===== src/rtl/comparison_tree_pipe_if.sv =====
// Candidate bus and handshake for the argmin tree.
// The master drives beats in; the slave returns the winning candidate.
interface comparison_tree_pipe_if #(
  parameter int N_NODES = 16,
  parameter int F_W     = 16,
  parameter int D_W     = 32
);
  localparam int IDX_W = $clog2(N_NODES);

  logic                   flush;
  logic                   in_valid;
  logic                   in_ready;
  logic [N_NODES-1:0]     node_vld;
  logic [N_NODES*F_W-1:0] node_f;
  logic [N_NODES*D_W-1:0] node_data;
  logic                   out_valid;
  logic                   out_ready;
  logic                   min_any;
  logic [IDX_W-1:0]       min_idx;
  logic [F_W-1:0]         min_f;
  logic [D_W-1:0]         min_data;

  modport master (output flush, in_valid, node_vld, node_f, node_data, out_ready,
                  input  in_ready, out_valid, min_any, min_idx, min_f, min_data);
  modport slave  (input  flush, in_valid, node_vld, node_f, node_data, out_ready,
                  output in_ready, out_valid, min_any, min_idx, min_f, min_data);
endinterface


===== src/rtl/comparison_tree_pipe.sv =====
// Pipelined argmin over N_NODES candidates: one registered 2:1 compare level per tree depth,
// laid out as a heap (node j has children 2j and 2j+1; leaves are the live input candidates).
module comparison_tree_pipe #(
  parameter int N_NODES = 16,
  parameter int F_W     = 16,
  parameter int D_W     = 32
) (
  input  logic                 clk,
  input  logic                 rst,
  comparison_tree_pipe_if.slave bus
);
  localparam int IDX_W  = $clog2(N_NODES);
  localparam int STAGES = IDX_W;
  localparam int NODES  = 2 * N_NODES;

  typedef struct packed {
    logic             v;
    logic [F_W-1:0]   f;
    logic [IDX_W-1:0] i;
    logic [D_W-1:0]   d;
  } cand_t;

  // a is always the lower-index side, so a strict compare keeps ties on the lower index.
  function automatic cand_t pick(input cand_t a, input cand_t b);
    cand_t w;
    w   = (b.v && (!a.v || (b.f < a.f))) ? b : a;
    w.v = a.v | b.v;
    return w;
  endfunction

  logic [STAGES-1:0] vld_q, vld_d;
  logic              advance;
  logic              out_valid;
  logic              any_win;
  cand_t             node_q [N_NODES];
  cand_t             node_d [N_NODES];
  cand_t             tree   [NODES];

  assign out_valid    = vld_q[STAGES-1];
  assign advance      = !out_valid || bus.out_ready;
  assign bus.in_ready = advance;

  always_comb begin
    vld_d = vld_q;
    if (bus.flush)
      vld_d = '0;
    else if (advance)
      vld_d = (vld_q << 1) | STAGES'(bus.in_valid);
  end

  always_comb begin
    for (int k = 0; k < N_NODES; k++)
      tree[k] = node_q[k];
    for (int k = 0; k < N_NODES; k++) begin
      tree[N_NODES+k].v = bus.node_vld[k];
      tree[N_NODES+k].f = bus.node_f[k*F_W +: F_W];
      tree[N_NODES+k].i = IDX_W'(k);
      tree[N_NODES+k].d = bus.node_data[k*D_W +: D_W];
    end
  end

  always_comb begin
    node_d[0] = '0;
    for (int j = 1; j < N_NODES; j++)
      node_d[j] = pick(tree[2*j], tree[2*j+1]);
  end

  // Stage boundary: beat-valid shift register, one bit per tree level.
  always_ff @(posedge clk or negedge rst) begin
    if (!rst)
      vld_q <= '0;
    else
      vld_q <= vld_d;
  end

  // Stage boundary: every tree level moves up one depth together on advance.
  always_ff @(posedge clk) begin
    if (advance)
      node_q <= node_d;
  end

  // Zeroed unless a valid winner is being presented, which also covers reset and empty beats.
  assign any_win       = out_valid & node_q[1].v;
  assign bus.out_valid = out_valid;
  assign bus.min_any   = any_win;
  assign bus.min_idx   = any_win ? node_q[1].i : '0;
  assign bus.min_f     = any_win ? node_q[1].f : '0;
  assign bus.min_data  = any_win ? node_q[1].d : '0;
endmodule

===== src/flat_wrapper.sv =====
// flat-port wrapper written by rule: the top's interface ports become plain ports
module comparison_tree_pipe_flat 
#(
  parameter int N_NODES = 16,
  parameter int F_W     = 16,
  parameter int D_W     = 32
)
  (clk, rst, bus_flush, bus_in_valid, bus_node_vld, bus_node_f, bus_node_data, bus_out_ready, bus_in_ready, bus_out_valid, bus_min_any, bus_min_idx, bus_min_f, bus_min_data);
  comparison_tree_pipe_if #(.N_NODES(N_NODES), .F_W(F_W), .D_W(D_W)) bus_i ();
  input  logic clk;
  input  logic rst;
  input wire logic [$bits(bus_i.flush)-1:0] bus_flush;
  input wire logic [$bits(bus_i.in_valid)-1:0] bus_in_valid;
  input wire logic [$bits(bus_i.node_vld)-1:0] bus_node_vld;
  input wire logic [$bits(bus_i.node_f)-1:0] bus_node_f;
  input wire logic [$bits(bus_i.node_data)-1:0] bus_node_data;
  input wire logic [$bits(bus_i.out_ready)-1:0] bus_out_ready;
  output wire logic [$bits(bus_i.in_ready)-1:0] bus_in_ready;
  output wire logic [$bits(bus_i.out_valid)-1:0] bus_out_valid;
  output wire logic [$bits(bus_i.min_any)-1:0] bus_min_any;
  output wire logic [$bits(bus_i.min_idx)-1:0] bus_min_idx;
  output wire logic [$bits(bus_i.min_f)-1:0] bus_min_f;
  output wire logic [$bits(bus_i.min_data)-1:0] bus_min_data;
  assign bus_i.flush = bus_flush;
  assign bus_i.in_valid = bus_in_valid;
  assign bus_i.node_vld = bus_node_vld;
  assign bus_i.node_f = bus_node_f;
  assign bus_i.node_data = bus_node_data;
  assign bus_i.out_ready = bus_out_ready;
  assign bus_in_ready = bus_i.in_ready;
  assign bus_out_valid = bus_i.out_valid;
  assign bus_min_any = bus_i.min_any;
  assign bus_min_idx = bus_i.min_idx;
  assign bus_min_f = bus_i.min_f;
  assign bus_min_data = bus_i.min_data;
  comparison_tree_pipe #(.N_NODES(N_NODES), .F_W(F_W), .D_W(D_W)) u_core (.clk(clk), .rst(rst), .bus(bus_i));
endmodule

===== config.mk =====
export PLATFORM = sky130hd
export DESIGN_NAME = comparison_tree_pipe_flat
export DESIGN_NICKNAME = d
export VERILOG_FILES = /design/src/rtl/comparison_tree_pipe_if.sv /design/src/rtl/comparison_tree_pipe.sv /design/src/flat_wrapper.sv
export SDC_FILE = /design/constraint.sdc
export NUM_CORES = 1
export LEC_CHECK = 0
export BUFFER_PORTS_ARGS = -buffer_cell sky130_fd_sc_hd__buf_4
export CAP_MARGIN = 30
export CORE_AREA = 3 3 328 330
export DETAILED_ROUTE_END_ITERATION = 10
export DIE_AREA = 0 0 331 333
export PLACE_DENSITY = 0.6
export SLEW_MARGIN = 20
export SYNTH_ARGS = -nofsm -noshare
export SYNTH_HDL_FRONTEND = slang
export SYNTH_SLANG_ARGS = --single-unit

===== constraint.sdc =====
create_clock -name clk -period 60.4 [get_ports clk]
set_clock_uncertainty 0.1 [all_clocks]
set_input_delay 3.02 -clock clk [delete_from_list [all_inputs] [get_ports clk]]
set_output_delay 3.02 -clock clk [all_outputs]
set_load 0.02 [all_outputs]

==> results of run 1 <==
==> critical path: cells and delay by family <==
family                 cells  cell delay, ns
buffers and inverters      2            0.40
and+or+nand+nor            1            0.32
==> worst max-delay path by stage <==
stage | startpoint | end | slack (ns) | cells past startpoint
2_1_floorplan | bus_out_ready | bus_in_ready | 33.35 | 2
3_3_place_gp | bus_out_ready | bus_in_ready | 53.49 | 3
3_5_place_dp | bus_out_ready | bus_in_ready | 53.49 | 3
4_1_cts | bus_out_ready | bus_in_ready | 53.49 | 3
5_1_grt | bus_out_ready | bus_in_ready | 53.49 | 3
6_report | bus_out_ready | bus_in_ready | 53.52 | 3
==> registers in the layout, summed over array words and instances (netlist names) <==
register / count
u_core.node_q: 761
u_core.vld_q: 4
==> kinds of logic after synthesis <==
group	synth area share
multiplexers	0.219
AND/OR/NAND/NOR	0.0317
adder cells (fa/ha/maj)	0.0742
flip-flops	0.605
AO/OA/AOI/OAI	0.0341
buffers and inverters	0.0369
==> synth_stat cells (13+ instances only) <==
cell type / count
a211oi_1: 22
nor3_1: 15
nand3_1: 14
nand4_1: 19
a21oi_1: 41
edfxtp_1: 761
nand2b_1: 20
inv_1: 255
a21o_1: 14
ha_1: 225
nand2_1: 22
nor2_1: 48
buf_2: 67
or2_2: 15
a2111oi_0: 13
o21ai_0: 31
and3_1: 52
mux2_2: 722
==> metal layers <==
metal	track usage	wire, um	up-vias
met1	0.226	43300	11384
met3	0.0513	7700	133
met2	0.355	57500	668
met4	0.0491	2710	2
li1	-	-	11170
met5	0	13	-
==> through the flow <==
step / total power, mW / hold slack [ns] / utilization / cell area, um^2
floorplan: 1.01 / 0.384 / - / 38000
global placement: 1.16 / 0.388 / 0.438 / 46000
detailed placement: 1.17 / 0.410 / 0.438 / 46000
CTS: 1.69 / 0.421 / 0.464 / 48800
global route: 1.74 / 0.441 / 0.464 / 48800
finish: 1.66 / 0.422 / 0.464 / 48800
==> final cells by class <==
| type | instances | area [um^2] |
|---|---|---|
| tap | 1391 | 1740 |
| clock inverter | 53 | 483 |
| clock buffer | 104 | 2260 |
| multi-input combinational | 1369 | 13800 |
| inverter | 255 | 957 |
| antenna | 2 | 5.00 |
| sequential | 765 | 23000 |
| fill | 9349 | 56300 |
| timing repair buffer | 871 | 6570 |
==> placed cells by master (no fill, tap or decap), types with 6 or more instances in the layout <==
cell type    n
mux2_4       9
a41o_1       7
and3_1      52
clkinv_2    11
a2111oi_0   13
bufinv_16    6
a211oi_1    22
nand3_1     14
clkbuf_16   88
o22ai_4      7
nor4_1       6
a21oi_1     41
o211ai_1     9
nor2_1      48
nand2_1     22
buf_4      869
clkinv_1    21
o21ai_0     31
ha_1       225
a211o_1     10
nand2b_1    19
or2_2       15
inv_1      255
edfxtp_1   761
nand4_1     19
o311ai_0     7
mux2_2     722
a21o_1      14
clkbuf_1    16
o21a_1       9
nor3_1      15
==> power by group through the flow <==
stage               Combinational [mW]  Sequential, mW  Clock, mW
finish                           0.374           0.774      0.510
global route                     0.410           0.785      0.549
CTS                              0.383           0.777      0.530
detailed placement               0.379           0.787          0
global placement                 0.379           0.784          0
floorplan                        0.242           0.763          0
==> impl_metrics.env, run 1 <==
export IMPL_fp_row_count=119
export IMPL_grt_max_degree=150
export IMPL_finalSetupViolations=0
export IMPL_post_cts_repair_setup_buffers=0
export IMPL_worstHoldStart="u_core.vld_q[2]"
export IMPL_slew_headroom=0.361
export IMPL_avgSynthCellArea_um2=15.3
export IMPL_cap_violations=0
export IMPL_ys_top_cells_by_area="edfxtp_1, mux2_2, ha_1, inv_1, buf_2"
export IMPL_cts_sinks=765
export IMPL_clk_latency_ns=0.65
export IMPL_synthesis_area_mm2=0.0380
export IMPL_cts_root_buffer="clkbuf_16"
export IMPL_drtPass1Iterations=4
export IMPL_ys_ff_latch=765
export IMPL_cts_tree="yes"
export IMPL_ff2ff_path_depth=5
export IMPL_arrival_ns=3.76
export IMPL_dieArea_mm2=0.110
export IMPL_synth_edf_count=761
export IMPL_rrSetupSlack_ns=56.12
export IMPL_rr_endpoint="u_core.node_q[144]"
export IMPL_drv_slew=0
export IMPL_synth_top_area_cell="edfxtp_1"
export IMPL_holdCritPathClass="flip-flop to flip-flop"
export IMPL_ys_types=43
export IMPL_hold_depth=2
export IMPL_critPathMaxFanout=20
export IMPL_cts_made_buffers=88
export IMPL_fmax_mhz=145
export IMPL_cts_htree_levels=3
export IMPL_gp_congestion=0.848
export IMPL_grt_pass1_vias=24504
export IMPL_nets=4364
export IMPL_outcome="complete, no violations"
export IMPL_seq_area_frac_synth=0.605
export IMPL_die_w_um=331
export IMPL_cts_buffer_depth=3
export IMPL_swShare=0.264
export IMPL_antenna_found_initial=3
export IMPL_die_h_um=333
export IMPL_drtIter0Drc=1253
export IMPL_viasPerCell=4.86
export IMPL_min_to="u_core.vld_q[3]"
export IMPL_fin_crit_sh=0.114
export IMPL_endpoint_kind="output pin"
export IMPL_combinationalPowerShare=0.225
export IMPL_ioPinCount=844
export IMPL_fin_setup_tns_ns=0
export IMPL_drive_above_1_share=0.514
export IMPL_clkPwrFrac=0.308
export IMPL_worstPathRequired_ns=57.28
export IMPL_grt_usage=0.195
export IMPL_timing_final_ws_setup_ns=53.52
export IMPL_routedWlPerCell_um=23.1
export IMPL_power_frac_seq=0.467
export IMPL_cp_common_cell="buf_4"
export IMPL_cpMaxStageDelayCell="nand2b_4"
export IMPL_synth_nets=3489
export IMPL_clk_transition_reported_paths_ns=0.06
export IMPL_dp_slack_ns=53.49
export IMPL_cts_resized_gates=0
export IMPL_worst_pin_slew_ns=0.958
export IMPL_synth_ff_type="edfxtp_1"
export IMPL_grt_pass1_wl_mm=157
export IMPL_netlist_area_leader_share=0.602
export IMPL_dp_hpwl_mm=83.5
export IMPL_regToRegStartpoint="u_core.vld_q[3]"
export IMPL_area_growth_pct=28.6
export IMPL_crit_type="primary input to output pin"
export IMPL_p_per_area_mw_per_mm2=34.0
export IMPL_routed_wl_mm=111
export IMPL_async_flop_share=0.00523
export IMPL_layout_cells_non_filler=4810
export IMPL_post_place_cells=4650
export IMPL_drc=0
export IMPL_p_int_mw=1.22
export IMPL_port_buffers=843
export IMPL_postRouteAntennaNets=0
export IMPL_finalHoldViolCount=0
export IMPL_vias=23357
export IMPL_ctsHoldBuffers=0
export IMPL_crit_chain="buf_4 -> nand2b_4 -> buf_4"
export IMPL_syn_inst=2475
export IMPL_worst_setup_path_start_kind="primary input"
export IMPL_vdd_drop_max_mv=0.0325
export IMPL_globalRouteOverflowTotal=0
export IMPL_cp_slowest_stage_delay_ns=0.32
export IMPL_layout_min_cycle_time_ns=6.88
export IMPL_start_util=0.361
export IMPL_core_area_mm2=0.105
export IMPL_leakage_nw=20.7
export IMPL_ys_warn_count=0
export IMPL_p_switching_mw=0.438
export IMPL_grt_setup_unrepaired="no"
Note: power is estimated with default switching activity, not from simulation.
==> run 2, diff against run 1 <==
==> constraint.sdc (replaced) <==
create_clock -name clk -period 6.9 [get_ports clk]
set_clock_uncertainty 0.1 [all_clocks]
set_input_delay 0.345 -clock clk [delete_from_list [all_inputs] [get_ports clk]]
set_output_delay 0.345 -clock clk [all_outputs]
set_load 0.02 [all_outputs]
==> impl_metrics.env, run 2 (synthesized netlist as in run 1, its figures left out) <==
export IMPL_core_area_mm2=0.105
export IMPL_cts_root_buffer="clkbuf_16"
export IMPL_drive_above_1_share=0.416
export IMPL_endpoint_kind="flip-flop"
export IMPL_worst_setup_path_start_kind="primary input"
export IMPL_cts_tree="yes"
export IMPL_port_buffers=843
export IMPL_most_common_layout_cells="buf_4, dlygate4sd3_1, edfxtp_1, mux2_2, inv_1"
export IMPL_clk_latency_ns=0.64
export IMPL_vdd_drop_max_mv=0.239
export IMPL_worst_pin_slew_ns=0.991
export IMPL_rrSetupSlack_ns=3.05
export IMPL_finalHoldViolCount=0
export IMPL_cap_violations=0
export IMPL_dieArea_mm2=0.110
export IMPL_start_util=0.361
export IMPL_p_total_mw=15.0
export IMPL_grt_usage=0.212
export IMPL_cts_htree_levels=3
export IMPL_p_per_area_mw_per_mm2=265
export IMPL_reg_largest_list="u_core.node_q x761, u_core.vld_q x4"
export IMPL_drv_slew=0
export IMPL_largest_reg_flops=761
export IMPL_regToRegStartpoint="u_core.node_q[633]"
export IMPL_viasPerCell=4.77
export IMPL_cp_endpoint="u_core.node_q[266]"
export IMPL_postRouteAntennaNets=0
export IMPL_die_w_um=331
export IMPL_holdCritPathClass="primary input to flip-flop"
export IMPL_drtPass1Iterations=5
export IMPL_layout_min_cycle_time_ns=4.42
export IMPL_largest_register="u_core.node_q"
export IMPL_fin_crit_sh=0.641
export IMPL_crit_start="bus_node_f[74]"
export IMPL_drc=0
export IMPL_ioPinCount=844
export IMPL_grt_setup_unrepaired="no"
export IMPL_layout_commonest_cell="buf_4"
export IMPL_slew_headroom=0.340
export IMPL_gp_congestion=0.842
export IMPL_fin_setup_tns_ns=0
export IMPL_drtIter0Drc=1311
export IMPL_antenna_found_initial=7
export IMPL_arrival_ns=4.70
export IMPL_design_area_mm2=0.0567
export IMPL_worstHoldStart="bus_node_vld[2]"
export IMPL_crit_type="primary input to flip-flop"
export IMPL_globalRouteOverflowTotal=0
export IMPL_grt_max_degree=149
export IMPL_nets=5155
export IMPL_dp_hpwl_mm=84.9
export IMPL_leakage_nw=23.9
export IMPL_fmax_mhz=226
export IMPL_grt_pass1_wl_mm=175
export IMPL_finalSetupViolations=0
export IMPL_cts_sinks=765
export IMPL_post_cts_repair_setup_buffers=0
export IMPL_critPathMaxFanout=35
export IMPL_cts_made_buffers=87
export IMPL_grt_pass1_vias=29242
export IMPL_cts_buffer_depth=3
export IMPL_nFillCells=8644
export IMPL_fp_row_count=119
export IMPL_vias=26731
export IMPL_worstPathRequired_ns=7.18
export IMPL_ff2ff_path_depth=9
export IMPL_regArea_mm2=0.0230
export IMPL_area_growth_pct=49.4
export IMPL_rr_endpoint="u_core.node_q[693]"
export IMPL_die_h_um=333
export IMPL_dpl_cell_area_mm2=0.0461
export IMPL_cts_resized_gates=0
export IMPL_multi_input_area_mm2=0.0138
export IMPL_clk_transition_reported_paths_ns=0.06
export IMPL_outcome="complete, no violations"
export IMPL_routed_wl_mm=120
export IMPL_routedWlPerCell_um=21.5
-- run 2: cell types whose count changed in the layout (fill, tap and decap cells not counted), sizes merged --
cell	previous run	this run
diode	2	3
buf	871	875
clkinv	40	32
dlygate4sd3	0	788
clkbuf	104	118
inv	260	256
-- run 2: cell type report --
cell class	count	area share
multi-input combinational	1369	0.244
antenna	3	0.000132
inverter	255	0.0169
sequential	765	0.405
tap	1391	0.0307
timing repair buffer	1663	0.256
clock inverter	41	0.00644
clock buffer	118	0.0412
-- run 2: through the flow --
step	cells	hold WS (ns)	util	setup slack, ns
2_1_floorplan	2475	-0.0506	-	0.0926
3_3_place_gp	4655	0.0472	0.439	2.99
3_5_place_dp	4655	0.0473	0.439	2.98
4_1_cts	5602	0.0309	0.539	2.61
5_1_grt	5604	0.0518	0.539	2.36
6_report	5605	0.0995	0.539	2.48
-- run 2: critical path, stage by stage --
cell and delay, ns:
dlygate4sd3_1 0.52, buf_4 0.11, inv_1 0.04, ha_1 0.31
a21o_1 0.16, a2111oi_0 0.48, o311ai_0 0.31, o22ai_4 0.62
buf_4 0.73, mux2_2 0.42, dlygate4sd3_1 0.57
-- run 2: repair_timing --
action | 4_1_cts | 5_1_grt
hold endpoints to repair | 400 | 0
endpoints found under the setup margin | 0 | 0
hold buffers | 788 | 0
-- run 2: routing by layer --
layer,GRT usage,routed length [um],up-vias
li1,-,-,12760
met1,0.250,48200,13025
met2,0.385,61600,765
met3,0.0471,7240,177
met4,0.0601,3280,4
met5,0,23,-
-- run 2: report_power, final --
part / switching (mW) / internal [mW] / leakage [nW] / total, mW
Combinational: 1.60 / 2.16 / 14.6 / 3.76
Clock: 1.83 / 2.59 / 1.31 / 4.42
Sequential: 0.453 / 6.38 / 8.06 / 6.83
Total: 3.88 / 11.1 / 23.9 / 15.0
-- run 2: worst min path at each step --
stage	to	slack, ns	cells past startpoint
2_1_floorplan	u_core.vld_q[0]	-0.05	0
3_3_place_gp	u_core.vld_q[2]	0.05	1
3_5_place_dp	u_core.vld_q[2]	0.05	1
4_1_cts	u_core.node_q[350]	0.03	2
5_1_grt	u_core.node_q[350]	0.05	2
6_report	u_core.node_q[350]	0.1	2
